## src/rtl/usb3300_ulpi_tx.sv

```systemverilog
`default_nettype none
// ==========================================================================
// usb3300_ulpi_tx : link-side ULPI transmit engine (TXCMD, data, STP, retry)
// Optional USB CRC16 append on DATA PIDs: define ULPI_TX_CRC16_EN.  Rev 1.0
// ==========================================================================
module usb3300_ulpi_tx #(
  parameter int RETRY_MAX = 15
) (
  input  logic       clk,
  input  logic       rst,
  input  logic [7:0] tx_data,
  input  logic       tx_valid,
  input  logic       tx_last,
  output logic       tx_ready,
  input  logic       ulpi_dir,
  input  logic       ulpi_nxt,
  output logic [7:0] ulpi_data_out,
  output logic       ulpi_data_oe,
  output logic       ulpi_stp,
  output logic       tx_busy,
  output logic       tx_done,
  output logic       tx_err
);

  localparam logic [2:0] c_idle   = 3'd0;
  localparam logic [2:0] c_turn   = 3'd1;
  localparam logic [2:0] c_cmd    = 3'd2;
  localparam logic [2:0] c_data   = 3'd3;
  localparam logic [2:0] c_crc_lo = 3'd4;
  localparam logic [2:0] c_crc_hi = 3'd5;
  localparam logic [2:0] c_stop   = 3'd6;
  localparam logic [2:0] c_drain  = 3'd7;
  localparam logic [7:0] c_retry_max = 8'(RETRY_MAX);

  logic [2:0]  state, state_n;
  logic [3:0]  pid, pid_n;
  logic        pid_last, pid_last_n;
  logic        last_seen, last_seen_n;
  logic        busy_n;
  logic [7:0]  retry_cnt, retry_n;
  logic [7:0]  hold_data, hold_data_n;
  logic        hold_valid, hold_valid_n;
  logic        hold_last, hold_last_n;
  logic [7:0]  data_n;
  logic        oe_n, stp_n, done_n, err_n;
  logic        accept, consume, load_hold, crc_apply;
  logic        to_stop, to_abort, to_underrun;
  logic [15:0] crc, crc_upd;

  assign consume   = (state == c_data) && ulpi_nxt && !ulpi_dir;
  assign accept    = tx_valid && tx_ready;
  assign load_hold = accept && ((state == c_turn) || (state == c_cmd) || (state == c_data));

  // Once tx_last is in, nothing more is taken so the next PID cannot slip into the payload.
  always_comb begin
    case (state)
      c_idle:                 tx_ready = !ulpi_dir;
      c_turn, c_cmd, c_data:  tx_ready = !ulpi_dir && !last_seen && (!hold_valid || consume);
      c_drain:                tx_ready = !last_seen;
      default:                tx_ready = 1'b0;
    endcase
  end

  always_comb begin
    state_n      = state;
    pid_n        = pid;
    pid_last_n   = pid_last;
    last_seen_n  = last_seen;
    busy_n       = tx_busy;
    retry_n      = retry_cnt;
    hold_data_n  = hold_data;
    hold_valid_n = hold_valid && !consume;
    hold_last_n  = hold_last;
    data_n       = ulpi_data_out;
    oe_n         = ulpi_data_oe;
    stp_n        = 1'b0;
    done_n       = 1'b0;
    err_n        = 1'b0;
    to_stop      = 1'b0;
    to_abort     = 1'b0;
    to_underrun  = 1'b0;

    if (load_hold) begin
      hold_data_n  = tx_data;
      hold_valid_n = 1'b1;
      hold_last_n  = tx_last;
    end
    if (accept && tx_last) last_seen_n = 1'b1;

    case (state)
      c_idle: begin
        retry_n      = 8'd0;
        oe_n         = 1'b0;
        data_n       = 8'h00;
        hold_valid_n = 1'b0;
        last_seen_n  = 1'b0;
        if (accept) begin
          pid_n       = tx_data[3:0];
          pid_last_n  = tx_last;
          last_seen_n = tx_last;
          busy_n      = 1'b1;
          state_n     = c_turn;
        end
      end
      c_turn: begin
        oe_n   = 1'b0;
        data_n = 8'h00;
        if (!ulpi_dir) begin
          state_n = c_cmd;
          oe_n    = 1'b1;
          data_n  = {4'b0100, pid};
        end
      end
      c_cmd: begin
        if (ulpi_dir) begin
          oe_n   = 1'b0;
          data_n = 8'h00;
          if (retry_cnt == c_retry_max) begin
            err_n   = 1'b1;
            state_n = c_drain;
          end else begin
            retry_n = retry_cnt + 8'd1;
            state_n = c_turn;
          end
        end else if (ulpi_nxt) begin
          if (pid_last) begin
            if (crc_apply) begin
              state_n = c_crc_lo;
              data_n  = ~crc[7:0];
            end else begin
              to_stop = 1'b1;
            end
          end else if (hold_valid_n) begin
            state_n = c_data;
            data_n  = hold_data_n;
          end else begin
            to_underrun = 1'b1;
          end
        end
      end
      c_data: begin
        if (ulpi_dir) begin
          to_abort = 1'b1;
        end else if (ulpi_nxt) begin
          if (hold_last) begin
            if (crc_apply) begin
              state_n = c_crc_lo;
              data_n  = ~crc_upd[7:0];
            end else begin
              to_stop = 1'b1;
            end
          end else if (hold_valid_n) begin
            data_n = hold_data_n;
          end else begin
            to_underrun = 1'b1;
          end
        end
      end
      c_crc_lo: begin
        if (ulpi_dir) begin
          to_abort = 1'b1;
        end else if (ulpi_nxt) begin
          state_n = c_crc_hi;
          data_n  = ~crc[15:8];
        end
      end
      c_crc_hi: begin
        if (ulpi_dir) to_abort = 1'b1;
        else if (ulpi_nxt) to_stop = 1'b1;
      end
      c_stop: begin
        state_n = c_idle;
        oe_n    = 1'b0;
        data_n  = 8'h00;
        busy_n  = 1'b0;
      end
      c_drain: begin
        oe_n         = 1'b0;
        data_n       = 8'h00;
        hold_valid_n = 1'b0;
        if (last_seen || (accept && tx_last)) begin
          state_n = c_idle;
          busy_n  = 1'b0;
        end
      end
      default: state_n = c_idle;
    endcase

    if (to_stop) begin
      state_n = c_stop;
      data_n  = 8'h00;
      stp_n   = 1'b1;
      done_n  = 1'b1;
    end
    if (to_abort) begin
      state_n = c_drain;
      oe_n    = 1'b0;
      data_n  = 8'h00;
      err_n   = 1'b1;
    end
    // Underrun: 0xFF with STP tells the PHY to corrupt the packet on the wire.
    if (to_underrun) begin
      state_n = c_drain;
      oe_n    = 1'b1;
      data_n  = 8'hFF;
      stp_n   = 1'b1;
      err_n   = 1'b1;
    end
  end

  always_ff @(posedge clk or posedge rst) begin
    if (rst) begin
      state         <= c_idle;
      pid           <= 4'h0;
      pid_last      <= 1'b0;
      last_seen     <= 1'b0;
      tx_busy       <= 1'b0;
      retry_cnt     <= 8'd0;
      hold_data     <= 8'h00;
      hold_valid    <= 1'b0;
      hold_last     <= 1'b0;
      ulpi_data_out <= 8'h00;
      ulpi_data_oe  <= 1'b0;
      ulpi_stp      <= 1'b0;
      tx_done       <= 1'b0;
      tx_err        <= 1'b0;
    end else begin
      state         <= state_n;
      pid           <= pid_n;
      pid_last      <= pid_last_n;
      last_seen     <= last_seen_n;
      tx_busy       <= busy_n;
      retry_cnt     <= retry_n;
      hold_data     <= hold_data_n;
      hold_valid    <= hold_valid_n;
      hold_last     <= hold_last_n;
      ulpi_data_out <= data_n;
      ulpi_data_oe  <= oe_n;
      ulpi_stp      <= stp_n;
      tx_done       <= done_n;
      tx_err        <= err_n;
    end
  end

`ifdef ULPI_TX_CRC16_EN
  function automatic logic [15:0] crc16_byte(input logic [15:0] c, input logic [7:0] d);
    logic [15:0] r;
    r = c;
    for (int i = 0; i < 8; i++) begin
      if (r[0] ^ d[i]) r = (r >> 1) ^ 16'hA001;
      else             r = r >> 1;
    end
    return r;
  endfunction

  assign crc_apply = (pid[1:0] == 2'b11);
  assign crc_upd   = crc16_byte(crc, hold_data);

  always_ff @(posedge clk or posedge rst) begin
    if (rst)                           crc <= 16'hFFFF;
    else if (state == c_idle && accept) crc <= 16'hFFFF;
    else if (consume)                  crc <= crc_upd;
  end
`else
  assign crc_apply = 1'b0;
  assign crc       = 16'hFFFF;
  assign crc_upd   = 16'hFFFF;
`endif

endmodule
`default_nettype wire
```

## config.mk

```make
export PLATFORM = sky130hd
export DESIGN_NAME = usb3300_ulpi_tx
export DESIGN_NICKNAME = d
export VERILOG_FILES = /design/src/rtl/usb3300_ulpi_tx.sv
export SDC_FILE = /design/constraint.sdc
export NUM_CORES = 1
export LEC_CHECK = 0
export CORE_MARGIN = 3
export CORE_UTILIZATION = 60
export CTS_BUF_LIST = sky130_fd_sc_hd__clkbuf_8 sky130_fd_sc_hd__clkbuf_16
export DETAILED_ROUTE_END_ITERATION = 8
export GPL_ROUTABILITY_DRIVEN = 0
export PLACE_DENSITY_LB_ADDON = 0.2
export SKIP_CTS_REPAIR_TIMING = 1
export SLEW_MARGIN = 40
export SYNTH_ARGS = -nofsm -noshare
export SYNTH_HDL_FRONTEND = slang
export SYNTH_SLANG_ARGS = --single-unit
```

## constraint.sdc

```tcl
create_clock -name clk -period 4.95 [get_ports clk]
set_input_delay 0.7425 -clock clk [delete_from_list [all_inputs] [get_ports clk]]
set_output_delay 0.7425 -clock clk [all_outputs]
set_load 0.02 [all_outputs]
```

==> out/qor.yml, run 1 <==
clockBufferDepth: 2
rows: 21
core_um2: 3520
yosysTopAreaCell: "dfrtp_1"
path_clk_slew_ps: 80
wire_per_inst_um: 17.6
netlist_instances: 240
groute.layer.met1.usage_pct: 36.8
final_nets: 277
period_minus_slack_ps: 3920
yosysUniqueCellTypes: 58
synthTopCellsByCount: "dfrtp_1 (40), nor2_1 (20), nand2_1 (18)"
grt_usage_pct: 26.3
syn_to_final_growth_pct: 17.6
irDropWorstVdd_mv: 0.387
required_ps: 4210
synthTopCellsByArea: "dfrtp_1 (43%), mux2_2 (6.8%), nor2_1 (3.2%), nand2_1 (2.9%), o21ai_0 (2.8%)"
slew_headroom_pct: 48.6
grt_busiest_layer: "met2"
insertedDiodeCount: 0
finalPower_mw: 1.68
cts.sinks: 40
htreeDepth: 2
synth_most_common_cell: "dfrtp_1"
end_kind: "output port"
ant_nets: 0
synth-seq-cells: 40
outcome: "finished clean"
cp.arrival_ps: 3180
drive_above_1_share_pct: 12.2
num_io_pins: 28
hpwl_um: 3650
clk_latency_ps: 300
tightest_slew_ps: 765
clock-root-buffer: "clkbuf_8"
drc_errors: 0
cts-buffers-inserted: 5
synthFlopType: "dfrtp_1"
rsz0062_at_grt: "false"
syn_nets: 255
cts_tree: "built"
synth_top_cell_area_share_pct: 43.1
vias: 1975
dieArea_um2: 4650
dr.pass1.iters: 4
seq_area_frac_synth_pct: 43.1
leakage_nw: 1.17
start_util_pct: 66.0
syn_area_per_cell_um2: 9.68
die_w_um: 68.2
setup_tns_ps: 0
globalRouteMet2Util_pct: 38.5
final_max_slew_viol_count: 0
dieHeight_um: 68.2
synth-edff-count: 0
powerDensity_nw_per_um2: 617
grt_pass1_wl_um: 9070
synthArstFlopShare_pct: 100
routed_wirelength_um: 5450
setup_viol: 0
antenna_found_initial: 0
io_buffer_count: 27
fmax_ghz: 0.255
finClkSkew_ps: 2.90
hold_violations: 0
met3_usage_pct: 6.90
cp-start-kind: "input pin"
overflow: 0
first_global_vias: 1866
grt_max_degree: 41
cp_max_fo: 18
crit_type: "in -> out"
drt_iter0_drc: 274
worstHoldPathType: "reg -> reg"
fin_crit_sh_pct: 79.2
hold_ws_ps: 494
synthesis.area_um2: 2320
cap_violations: 0
viasPerCell: 6.39
ys_warn_count: 0
worst max-delay path, stage by stage:
cell             delay (ps)
clkdlybuf4s50_1         760
nand4b_1                490
a21oi_1                 240
nor2_1                   80
o31ai_1                 210
clkdlybuf4s50_1         650
metal layers:
layer,vias to the layer above,wire (um)
met3,11,343
met2,86,2510
met4,0,90
li1,934,-
met5,-,0
met1,944,2500
flip-flops by register name (all words and copies together) (netlist names), 3 cells and up:
signal	cells
pid	4
ulpi_data_out	8
state	3
hold_data	8
retry_cnt	8
cells by family (layout without fill, tap and decap cells):
group / count (synthesis) / in the layout / share of synthesized area (%)
DFF: 40 / 40 / 43.1
xor gates and xnor gates: 3 / 3 / 1.13
buffers and inverters: 24 / 47 / 4.53
AOI/OAI and AO/OA: 70 / 70 / 22.3
muxes: 22 / 22 / 10.3
and+or+nand+nor: 80 / 80 / 18.0
adders and majority gates: 1 / 1 / 0.539
per-stage QoR:
stage / cells / area (um2) / setup slack (ps) / utilization [%]
2_1_floorplan: 240 / 2320 / 2220 / -
5_1_grt: 309 / 2730 / 905 / 77.5
3_5_place_dp: 301 / 2610 / 1100 / 74.0
6_report: 309 / 2730 / 1030 / 77.5
3_3_place_gp: 301 / 2600 / 1170 / 73.8
4_1_cts: 309 / 2720 / 1090 / 77.1
power by group:
group          internal (mW)  switching [mW]  leakage [nW]  total (mW)
clock network          0.149           0.118        0.0541       0.267
logic                  0.351           0.419         0.617       0.770
registers              0.464           0.182         0.501       0.646
total                  0.963           0.720          1.17        1.68
final cells by class:
class | count | area [um2]
Timing Repair Buffer | 29 | 285
Sequential cell | 40 | 1000
Inverter | 10 | 37.5
Clock buffer | 5 | 68.8
Tap cell | 46 | 57.6
Multi-Input combinational cell | 176 | 1240
Fill cell | 250 | 791
Clock inverter | 3 | 42.5
path summary, 6_finish.rpt:
path / from / to / slack [ps] / depth (start not counted)
max: ulpi_dir / tx_ready / 1030 / 6
min: hold_data[6] / hold_data[6] / 490 / 1
max reg2reg: state[1] / state[2] / 2090 / 6
min reg2reg: hold_data[6] / hold_data[6] / 490 / 1
max in group asynchronous: rst / retry_cnt[2] / 3760 / 3
min in group asynchronous: rst / retry_cnt[7] / 860 / 3
layout by cell type, fill, tap and decap left out, types with 2 or more instances in the layout:
| master | n |
|---|---|
| o311ai_1 | 3 |
| inv_1 | 10 |
| nand2b_1 | 3 |
| nand2_1 | 18 |
| buf_4 | 2 |
| dfrtp_1 | 40 |
| a21oi_1 | 12 |
| mux2i_1 | 6 |
| a41o_1 | 2 |
| clkbuf_8 | 5 |
| a32oi_1 | 2 |
| o22a_1 | 3 |
| nand3_1 | 11 |
| clkdlybuf4s50_1 | 27 |
| nor3b_1 | 2 |
| a21o_1 | 2 |
| a31oi_1 | 3 |
| and4b_1 | 3 |
| o21ai_0 | 13 |
| nand4b_1 | 2 |
| a211oi_1 | 3 |
| mux2_1 | 2 |
| o21a_1 | 2 |
| a2bb2oi_1 | 2 |
| nor2_1 | 20 |
| o21ai_1 | 4 |
| or3_1 | 2 |
| o211a_1 | 3 |
| a22o_1 | 2 |
| o31ai_1 | 2 |
| nor3_1 | 3 |
| mux2_2 | 14 |
| nand4_1 | 3 |
| xnor2_1 | 3 |
| nor2b_1 | 3 |
Note: power is estimated with default switching activity, not from simulation.
==> run 2, diff against run 1 <==
CORE_UTILIZATION = 50   (was 60)
clock period = 3.45 ns   (was 4.95 ns; I/O delays follow)
==> run 2 against run 1 <==
Net effect: worst setup slack got worse by 420 ps; utilization decreased by 15 points; worst hold slack got worse by 0.60 ps; register-to-register slack got worse by 1000 ps; sequential power increased by 34%; combinational power increased by 53%; non-clock buffer count increased by 10; critical endpoint unchanged.
==> out/qor.yml, run 2 (same netlist as run 1, synthesis figures left out) <==
outcome: "finished clean"  # unchanged
setup_tns_ps: 0  # unchanged
path_clk_slew_ps: 70  # was 80 ps
powerDensity_nw_per_um2: 851  # was 617 nW/um2
finClkSkew_ps: 6.00  # was 2.90 ps
cts_tree: "built"  # unchanged
cpPeakStageDelay_ps: 640  # was 760 ps
clock-root-buffer: "clkbuf_8"  # unchanged
p_sw_mw: 1.00  # was 0.720 mW
hpwl_um: 3810  # was 3650 um
num_io_pins: 28  # unchanged
final_common_cell: "dfrtp_1"  # unchanged
drt_iter0_drc: 170  # was 274
worstHoldPathType: "reg -> reg"  # unchanged
drc_errors: 0  # unchanged
first_global_vias: 1843  # was 1866
cp.arrival_ps: 2320  # was 3180 ps
cpMaxStageDelayCell: "clkdlybuf4s50_1"  # unchanged
rsz0062_at_grt: "false"  # unchanged
drive_above_1_share_pct: 14.0  # was 12.2%
p_clk_share_pct: 12.8  # was 15.9%
end_kind: "output port"  # unchanged
grt_max_degree: 41  # unchanged
final_max_slew_viol_count: 0  # unchanged
dieArea_um2: 5500  # was 4650 um2
fin_area_um2: 2760  # was 2730 um2
fin_crit_sh_pct: 82.2
cp-start-kind: "input pin"  # unchanged
cap_violations: 0  # unchanged
period_minus_slack_ps: 2840
seq_power_share_pct: 36.9  # was 38.4%
viasPerCell: 6.14  # was 6.39
cp_max_fo: 5  # was 18
ant_nets: 0  # unchanged
syn_to_final_growth_pct: 18.7  # was 17.6%
insertedDiodeCount: 0  # unchanged
grt_busiest_layer: "met1"  # was met2
setup_viol: 0  # unchanged
swShare_pct: 42.7  # was 42.8%
start_util_pct: 52.6  # was 66.0%
required_ps: 2930  # was 4210 ps
rows: 24  # was 21
slew_headroom_pct: 45.7  # was 48.6%
cts.sinks: 40  # unchanged
clk_latency_ps: 290  # was 300 ps
path_cells: "clkdlybuf4s50_1 > nand4b_1 > a21oi_1 > nor2_1 > o31ai_1 > clkdlybuf4s50_1"  # unchanged
fmax_ghz: 0.353
met3_usage_pct: 4.05  # was 6.90%
cts-buffers-inserted: 5  # unchanged
wire_per_inst_um: 16.7  # was 17.6 um
vias: 1988  # was 1975
dieHeight_um: 74.2  # was 68.2 um
grt_usage_pct: 21.6  # was 26.3%
largestRegisters: "hold_data: 8 flops, retry_cnt: 8 flops, ulpi_data_out: 8 flops"  # unchanged
p_int_mw: 1.34  # was 0.963 mW
die_w_um: 74.2  # was 68.2 um
overflow: 0  # unchanged
irDropWorstVdd_mv: 0.356  # was 0.387 mV
grt_pass1_wl_um: 9110  # was 9070 um
routed_wirelength_um: 5410  # was 5450 um
groute.layer.met1.usage_pct: 32.5  # was 36.8%
globalRouteMet2Util_pct: 31.2  # was 38.5%
final_cell_mix: "dfrtp_1 (40), clkdlybuf4s50_1 (27), nor2_1 (20)"  # unchanged
hold_violations: 0  # unchanged
leakage_nw: 1.20  # was 1.17 nW
tightest_slew_ps: 805  # was 765 ps
crit_type: "in -> out"  # unchanged
placed_cells: 317  # was 301
finalPower_mw: 2.35  # was 1.68 mW
final_cells: 324  # was 309
htreeDepth: 2  # unchanged
final_nets: 287  # was 277
antenna_found_initial: 0  # unchanged
clockBufferDepth: 2  # unchanged
cpMostUsedCell: "clkdlybuf4s50_1"  # unchanged
placed_cell_area_um2: 2680  # was 2610 um2
dr.pass1.iters: 5  # was 4
io_buffer_count: 27  # unchanged
core_um2: 4410  # was 3520 um2
combPwrFrac_pct: 50.3  # was 45.7%
[run 2: changes by cell type in the layout (fill, tap and decap cells not counted), sizes merged]
cell      delta
inv          +1
buf         +10
bufinv       -1
clkinvlp     -1
[run 2: area by class of cell]
cell class | count | area (um2)
clock inverter | 2 | 8.76
timing repair buffer | 39 | 360
clock buffer | 5 | 68.8
tap | 52 | 65.1
multi-input combinational | 176 | 1220
sequential | 40 | 1000
inverter | 10 | 37.5
fill | 389 | 1660
[run 2: path summary, 6_finish.rpt]
path	startpoint	end	slack, ps	cells past startpoint
worst max-delay path	ulpi_nxt	tx_ready	610	6
worst min-delay path	hold_data[6]	hold_data[6]	490	1
worst max register to register	state[2]	ulpi_data_out[6]	1050	6
worst min register to register	hold_data[6]	hold_data[6]	490	1
max in group asynchronous	rst	hold_data[5]	2450	3
min in group asynchronous	rst	pid[1]	650	3
[run 2: metrics by stage]
step	util [%]	hold WS [ps]	worst slack, ps
CTS	62.5	491	610
finish	62.5	494	614
floorplan	-	453	1170
global placement	60.7	471	528
detailed placement	60.7	474	509
global route	62.5	517	395
[run 2: worst max-delay path, delay by kind of cell]
| family | cells | cell delay, ps |
|---|---|---|
| simple gates | 2 | 210 |
| buf+inv | 2 | 1220 |
| compound gates | 2 | 370 |
[run 2: metal layers]
layer,vias up,wire [um]
li1,957,-
met1,963,2660
met2,59,2390
met3,9,286
met4,0,70
met5,-,0
[run 2: power groups by stage]
| stage | Combinational, mW | Sequential [mW] | Clock, mW |
|---|---|---|---|
| final | 1.18 | 0.867 | 0.300 |
| after global routing | 1.31 | 0.895 | 0.328 |
| after CTS | 1.18 | 0.865 | 0.305 |
| after detailed placement | 1.17 | 0.874 | 0 |
| after global placement | 1.16 | 0.873 | 0 |
| after floorplan | 0.818 | 0.852 | 0 |
